===== config.mk =====
export PLATFORM = sky130hd
export DESIGN_NAME = au_gray_cnt
export DESIGN_NICKNAME = d
export VERILOG_FILES = /design/src/rtl/au_pkg.sv /design/src/rtl/au_bin2gray.sv /design/src/rtl/au_gray_cnt.sv
export SDC_FILE = /design/constraint.sdc
export NUM_CORES = 1
export LEC_CHECK = 0
export BUFFER_PORTS_ARGS = -buffer_cell sky130_fd_sc_hd__buf_2
export CORE_MARGIN = 5
export CORE_UTILIZATION = 52
export CTS_CLUSTER_SIZE = 14
export DETAILED_ROUTE_END_ITERATION = 10
export GPL_TIMING_DRIVEN = 0
export PLACE_DENSITY = 0.89
export SLEW_MARGIN = 20
export SYNTH_ARGS = -nofsm -noshare
export SYNTH_HDL_FRONTEND = slang
export SYNTH_SLANG_ARGS = --single-unit

===== constraint.sdc =====
create_clock -name clk -period 2.7 [get_ports clk]
set_clock_uncertainty 0.2 [all_clocks]
set_input_delay 0.675 -clock clk [delete_from_list [all_inputs] [get_ports clk]]
set_output_delay 0.675 -clock clk [all_outputs]
set_load 0.01 [all_outputs]

===== src/rtl/au_pkg.sv =====
// Shared definitions for the au_* Gray-code blocks: architecture codes and
// width-generic Gray/binary conversion helpers.
package au_pkg;

    localparam int AU_ARCH_BIN  = 0;
    localparam int AU_ARCH_GRAY = 1;
    localparam int AU_MAXW      = 64;

    typedef logic [AU_MAXW-1:0] au_word_t;

    typedef enum logic [1:0] {
        OP_HOLD = 2'd0,
        OP_CLR  = 2'd1,
        OP_LD   = 2'd2,
        OP_STEP = 2'd3
    } au_op_e;

    function automatic au_word_t au_mask(input int w);
        if (w >= AU_MAXW)
            return '1;
        return (au_word_t'(1) << w) - au_word_t'(1);
    endfunction

    function automatic au_word_t bin2gray(input au_word_t x, input int w);
        au_word_t xm;
        xm = x & au_mask(w);
        return xm ^ (xm >> 1);
    endfunction

    // Prefix XOR from the MSB down, done as log2(AU_MAXW) shift-xor stages.
    function automatic au_word_t gray2bin(input au_word_t x, input int w);
        au_word_t r;
        r = x & au_mask(w);
        for (int s = 1; s < AU_MAXW; s = s * 2)
            r = r ^ (r >> s);
        return r;
    endfunction

endpackage


===== src/rtl/au_bin2gray.sv =====
// Combinational binary-to-Gray converter.
module au_bin2gray #(
    parameter int WIDTH = 8
) (
    input  logic [WIDTH-1:0] b,
    output logic [WIDTH-1:0] g
);

    assign g = b ^ (b >> 1);

endmodule


===== src/rtl/au_gray_cnt.sv =====
// Up/down counter with registered Gray and binary images of the same state.
// ARCH selects how the next state is formed; both give cycle-identical outputs.
module au_gray_cnt
    import au_pkg::*;
#(
    parameter int WIDTH = 8,
    parameter int ARCH  = 0,
    parameter int WRAP  = 1
) (
    input  logic             clk,
    input  logic             rst,
    input  logic             clr,
    input  logic             ld,
    input  logic [WIDTH-1:0] d,
    input  logic             en,
    input  logic             dn,
    output logic [WIDTH-1:0] g,
    output logic [WIDTH-1:0] b,
    output logic             wrp
);

    if (WIDTH < 1 || WIDTH > AU_MAXW ||
        (ARCH != AU_ARCH_BIN && ARCH != AU_ARCH_GRAY) ||
        (WRAP != 0 && WRAP != 1)) begin : g_bad_param
        $fatal(1, "au_gray_cnt: bad parameters WIDTH=%0d ARCH=%0d WRAP=%0d",
               WIDTH, ARCH, WRAP);
    end

    localparam logic [WIDTH-1:0] ALL1    = '1;
    localparam logic [WIDTH-1:0] TOP_BIT = ~(ALL1 >> 1);

    logic [WIDTH-1:0] g_q, b_q;
    logic             wrp_q;
    logic [WIDTH-1:0] ld_g;
    logic [WIDTH-1:0] step_b, step_g;
    logic             at_edge, blocked;
    au_op_e           op;

    always_comb begin
        op = OP_HOLD;
        if (clr)
            op = OP_CLR;
        else if (ld)
            op = OP_LD;
        else if (en)
            op = OP_STEP;
    end

    assign at_edge = dn ? (b_q == '0) : (b_q == ALL1);
    assign blocked = (WRAP == 0) && at_edge;

    au_bin2gray #(.WIDTH(WIDTH)) u_ld_gray (
        .b (d),
        .g (ld_g)
    );

    if (ARCH == AU_ARCH_BIN) begin : g_arch_bin
        assign step_b = dn ? (b_q - WIDTH'(1)) : (b_q + WIDTH'(1));

        au_bin2gray #(.WIDTH(WIDTH)) u_step_gray (
            .b (step_b),
            .g (step_g)
        );
    end else begin : g_arch_gray
        logic             par;
        logic [WIDTH-1:0] low, flip;

        // Even parity steps up by flipping bit 0; odd parity flips the bit
        // left of the lowest set bit (mirrored for down). The MSB saturates
        // that rule so 100..0 wraps to 0 and 0 wraps down to 100..0.
        always_comb begin
            par  = ^g_q;
            low  = g_q & (~g_q + WIDTH'(1));
            flip = WIDTH'(1);
            if (par != dn) begin
                if (g_q == '0 || low == TOP_BIT)
                    flip = TOP_BIT;
                else
                    flip = low << 1;
            end
        end

        assign step_g = g_q ^ flip;
        assign step_b = WIDTH'(gray2bin(AU_MAXW'(step_g), WIDTH));
    end

    always_ff @(posedge clk) begin
        if (rst) begin
            g_q   <= '0;
            b_q   <= '0;
            wrp_q <= 1'b0;
        end else begin
            case (op)
                OP_CLR: begin
                    g_q   <= '0;
                    b_q   <= '0;
                    wrp_q <= 1'b0;
                end
                OP_LD: begin
                    g_q   <= ld_g;
                    b_q   <= d;
                    wrp_q <= 1'b0;
                end
                OP_STEP: begin
                    wrp_q <= at_edge;
                    if (!blocked) begin
                        g_q <= step_g;
                        b_q <= step_b;
                    end
                end
                default: wrp_q <= 1'b0;
            endcase
        end
    end

    assign g   = g_q;
    assign b   = b_q;
    assign wrp = wrp_q;

endmodule


# Word level (Yosys, flattened, before mapping)
# Index checks and enable logic that the tools add are counted.
# word_totals
ff_bits	17
wordCells	22
# op_classes
addsub	2
eq_ne	4
muxes	7
n_bitwise	3
n_reduce_logical	3
# ops
op	n
8-bit case mux with 3 select lines	2
8-bit by 7-bit bitwise XOR with 8-bit output	2
8-bit by 1-bit adder with 8-bit output, second input constant	1
8-bit == test, second input constant	1
8-bit logical NOT	1
8-bit two-way mux	1
8-bit by 1-bit subtractor with 8-bit output, second input constant	1
2-bit two-way mux	3
2-bit == test, second input constant	2
3-bit nonzero test	1
2-bit by 1-bit == test with 1-bit output, second input constant	1
2-bit OR reduction	1
1-bit two-way mux	1
1-bit inverter	1

# Longest topological paths before layout
# logic_depth
ltp_word	6
mapped_depth	6
mapped_depth_nobuf	6

# Hierarchy
# A second synthesis with hierarchy kept.
# hier_totals
hier_cells	161
hier_area_um2	1296.2
# modules_own_cells
module	n_inst	cells_each	area_per_inst_um2	seq_area_each_um2
au_gray_cnt	1	145	1158.6	340.3
au_bin2gray	2	8	68.8	0.0

# Worst setup path after synthesis
# Ideal clock, no wire load.
# synth_timing
path_kind	in2reg
startpoint	in dn
endpoint	reg g_q[5], in the netlist g[5]
setup_time_ps	131
arrival_time_ps	1963
required_time_ps	2369
slack_ps	407
path_stages	6
n_path_buf	0
cell_sequence	fa_1 a21oi_1 nor3_1 or3_4 xnor2_1 o22ai_1
# synth_via
elab_chain_len	3
# synth_rtl
element	line	source
start: declaration	au_gray_cnt.sv:16	input logic dn,
8-bit two-way mux	au_gray_cnt.sv:58	assign step_b = dn ? (b_q - WIDTH'(1)) : (b_q + WIDTH'(1));
8-bit by 7-bit bitwise XOR with 8-bit output	au_bin2gray.sv:9	assign g = b ^ (b >> 1);
8-bit case mux with 3 select lines	au_gray_cnt.sv:93	case (op)
end signal: assignment	au_gray_cnt.sv:100	g_q <= ld_g;
end signal: assignment	au_gray_cnt.sv:107	g_q <= step_g;
end: declaration	au_gray_cnt.sv:32	logic [WIDTH-1:0] g_q, b_q;
# Every way passes these cells.
# A chain may end at the register's enable or synchronous reset.

# Final worst setup path
# layout_timing
startpoint	in dn
endpoint	reg b_q[5], in the netlist b[5]
# layout_via
elab_chain_len	2
# layout_rtl
element	line	source
8-bit two-way mux	au_gray_cnt.sv:58	
8-bit case mux with 3 select lines	au_gray_cnt.sv:93	
end signal: assignment	au_gray_cnt.sv:108	b_q <= step_b;
end: declaration	au_gray_cnt.sv:32	
# Every way passes these cells.

==> metrics.md <==
| Metric | Value |
|---|---|
| CTS Root Cell | clkbuf_4 |
| Vias per cell | approximately 5.6 |
| Max Root-Sink Buffers | 2 |
| Met3 routed WL | around 94 um |
| Unrepaired setup endpoints after global routing | no |
| Final worst-path cycle share | 87.82% |
| Crit path DAT | roughly 2300 ps |
| Layout cell share with drive strength beyond 1 | between 20 and 25% |
| Asr flop ratio synth | 0% |
| Mean post-synth cell area | 8.365 um^2 |
| Fillers | approximately 180 |
| Row cnt | 17 |
| Most numerous cell in the Yosys netlist | a21oi_1 |
| DRC | 0 |
| Initial antenna violation count | 0 |
| Uppermost routed layer | met4 |
| Worst Hold End | g[7]$_SDFFE_PP0P_ |
| Most frequent cells after synthesis | 18 x a21oi_1, 16 x dfxtp_1, 12 x nor2_1 |
| Yosys reg bits | 16 |
| Worst R2R Path Depth | 6 |
| Pre-antenna DRT Iters | 4 |
| Hold bufs inserted after CTS | 0 |
| Worst R2R Start | b[0]$_SDFFE_PP0P_ |
| Static leakage | 0.5840 nW |
| DRT iter0 DRCs | 22 |
| Tmin final | between 2000 and 2500 ps |
| Crit-path max FO | 10 |
| GR Util All Layers | roughly 17% |
| Clock Latency Late Sink | around 290 ps |
| Hold Path Depth | 2 |
| Reg2Reg Setup Slack | approximately 460 ps |
| Post-DP HPWL | around 2.2 mm |
| Fmax achieved | approximately 420 MHz |
| IO buf count | 30 |
| Main synth FF type | dfxtp_1 |
| M1 WL | 1.221 mm |
| Total negative setup slack | 0 ps |
| CTS H-Tree Depth | 1 |
| Multi-input combinational cell area | ~810 um^2 |
| Hold WS | approximately 370 ps |
| Global-route wire length before repair | 4.678 mm |
| CTS Sinks | 16 |
| Routed vias | roughly 1,100 |
| Pwr Density | between 400 and 500 nW/um^2 |
| Post-synth EDFFs | 0 |
| CTS Buf Count | 3 |
| Worst min path class | input pin to register |
| Vias in the first global route | ~1,100 |
| Wire per inst | between 10 and 15 um |
| Least-Margin Pin Slew | 459.8 ps |
| Total gr overflow | 0 |
| Synth cell types | 37 |
| Placer Congestion | between 0.8 and 0.9 |
| Area leader, netlist | dfxtp_1 |
| Setup crit end kind | register |
| Syn Std Cell Area | roughly 1200 um^2 |
| Post-synthesis sequential area ratio | a little over a quarter |
| Largest net degree at the start of global routing | 11 |
| Cells after Synth | between 100 and 150 |
| Total wire length | approximately 2.7 mm |
| Maximum vdd drop | 0.2307 mV |
| Top-Level Pins | 31 |
| Setup Buffers After CTS | 0 |
| Status | finished clean |
| Pre-CTS setup slack | about 32 ps |
| Gates resized, CTS repair | 0 |
| Number of setup violations in the final report | 0 |
| Final ANT Viol Nets | 0 |
| Max-cap violations | 0 |
| Final worst slack | approximately 330 ps |
| Initial Util | 53.46% |
| Area grow syn2layout | 18.91% |
| Post-synth net total | 161 |
| CTS tree | done |
| Core area | 2191 um^2 |
| Max-slew violation count | 0 |
| Yosys top cell area share | between 20% and 30% |
| Hold Vio Cnt, Final | 0 |
| Top post-synthesis cells by area | dfxtp_1 27%, a21oi_1 7.7%, xnor2_1 6.7% |
| Met2 routed WL | 1.393 mm |
| Die area | approximately 3300 um^2 |
| FF+latch area | 320.3 um^2 |
| Type of the worst setup path | input pin to register |
| Die height | between 50 and 60 um |
| Yosys synthesis warning count | 0 |
| Clock transition at the registers of the reported paths | roughly 100 ps |
| Layout Nets | between 150 and 200 |
| Worst r2r dst | g[5]$_SDFFE_PP0P_ |
| Antenna Cells | 0 |
| Die width | 57.46 um |
| Critical path startpoint category | input pin |
| Required time of the critical path | approximately 2700 ps |
| Worst Hold Launch | rst |
| Worst slew margin | 69.35% |
==> flip-flops by register name (all words and copies together) (netlist names) <==
name,cells
wrp,1
b,7
g,8
==> layer usage <==
metal  track usage, %  vias up
met5                0        -
met4            6.623        0
met3            2.262        2
met2            31.29       22
met1            20.24      531
li1                 -      578
==> stage by stage <==
stage | total power, mW | instance area (um^2) | utilization, % | instances
finish | 0.6328 | 1393 | 63.56 | 202
global route | 0.6679 | 1393 | 63.56 | 202
CTS | 0.6348 | 1393 | 63.56 | 202
detailed placement | 0.4741 | 1356 | 61.91 | 198
global placement | 0.4660 | 1356 | 61.91 | 198
floorplan | 0.4144 | 1171 | - | 140
==> how the worst max path moves through the flow <==
stage | slack [ps] | end | cells past startpoint | from
global route | 200 | b[5]$_SDFFE_PP0P_ | 7 | dn
finish | 330 | b[5]$_SDFFE_PP0P_ | 7 | dn
detailed placement | 30 | g[5]$_SDFFE_PP0P_ | 7 | dn
global placement | 80 | g[5]$_SDFFE_PP0P_ | 7 | dn
floorplan | 410 | g[5]$_SDFFE_PP0P_ | 6 | dn
CTS | 330 | b[5]$_SDFFE_PP0P_ | 7 | dn
==> worst max-delay path: stages <==
cell and delay [ps]:
buf_2 210, ha_1 300, a211oi_1 430, o21ai_1 180, xor2_2 200, a211oi_1 250, nor3_1 80
==> logic make-up (layout without fill, tap and decap cells) <==
logic type	count (synthesis)	after routing	synth area share [%]
AO/OA/AOI/OAI	42	42	22.76
XOR/XNOR	19	19	14.85
adder cells (fa/ha/maj)	7	7	8.120
buffers and inverters	10	44	3.632
flip-flops	16	16	27.35
multiplexers	1	1	0.8547
AND/OR/NAND/NOR	45	45	22.44
==> final cells by class <==
class / instances / share of cell area, %
Inverter: 3 / 0.8086
Sequential cell: 16 / 23.00
Multi-Input combinational cell: 114 / 58.04
Timing Repair Buffer: 30 / 10.78
Clock buffer: 4 / 2.606
Tap cell: 28 / 2.516
Buffer: 7 / 2.246
==> cell usage in the layout (no fill, tap or decap), types with 2 or more instances in the layout <==
| cell | netlist | layout |
|---|---|---|
| xor2_1 | 9 | 9 |
| o22ai_1 | 5 | 5 |
| buf_1 | 2 | 2 |
| a211oi_1 | 8 | 8 |
| ha_1 | 6 | 6 |
| xnor2_1 | 9 | 9 |
| nor2_1 | 12 | 12 |
| nor3b_1 | 9 | 9 |
| a21oi_1 | 18 | 18 |
| o211ai_1 | 3 | 3 |
| nand2b_1 | 2 | 2 |
| nand4_1 | 2 | 2 |
| nor3_1 | 6 | 6 |
| clkbuf_4 | 0 | 3 |
| inv_1 | 3 | 3 |
| buf_2 | 1 | 31 |
| dfxtp_1 | 16 | 16 |
| nor2b_1 | 7 | 7 |
| clkbuf_1 | 3 | 3 |
==> power breakdown <==
part | internal, mW | switching, mW | leakage, nW | total (mW)
registers | 0.249 | 0.0119 | 0.131 | 0.261
clock network | 0.0821 | 0.0816 | 0.0210 | 0.164
logic | 0.0955 | 0.113 | 0.432 | 0.208
total | 0.427 | 0.206 | 0.584 | 0.633
Power figures use the tool's default switching activity.
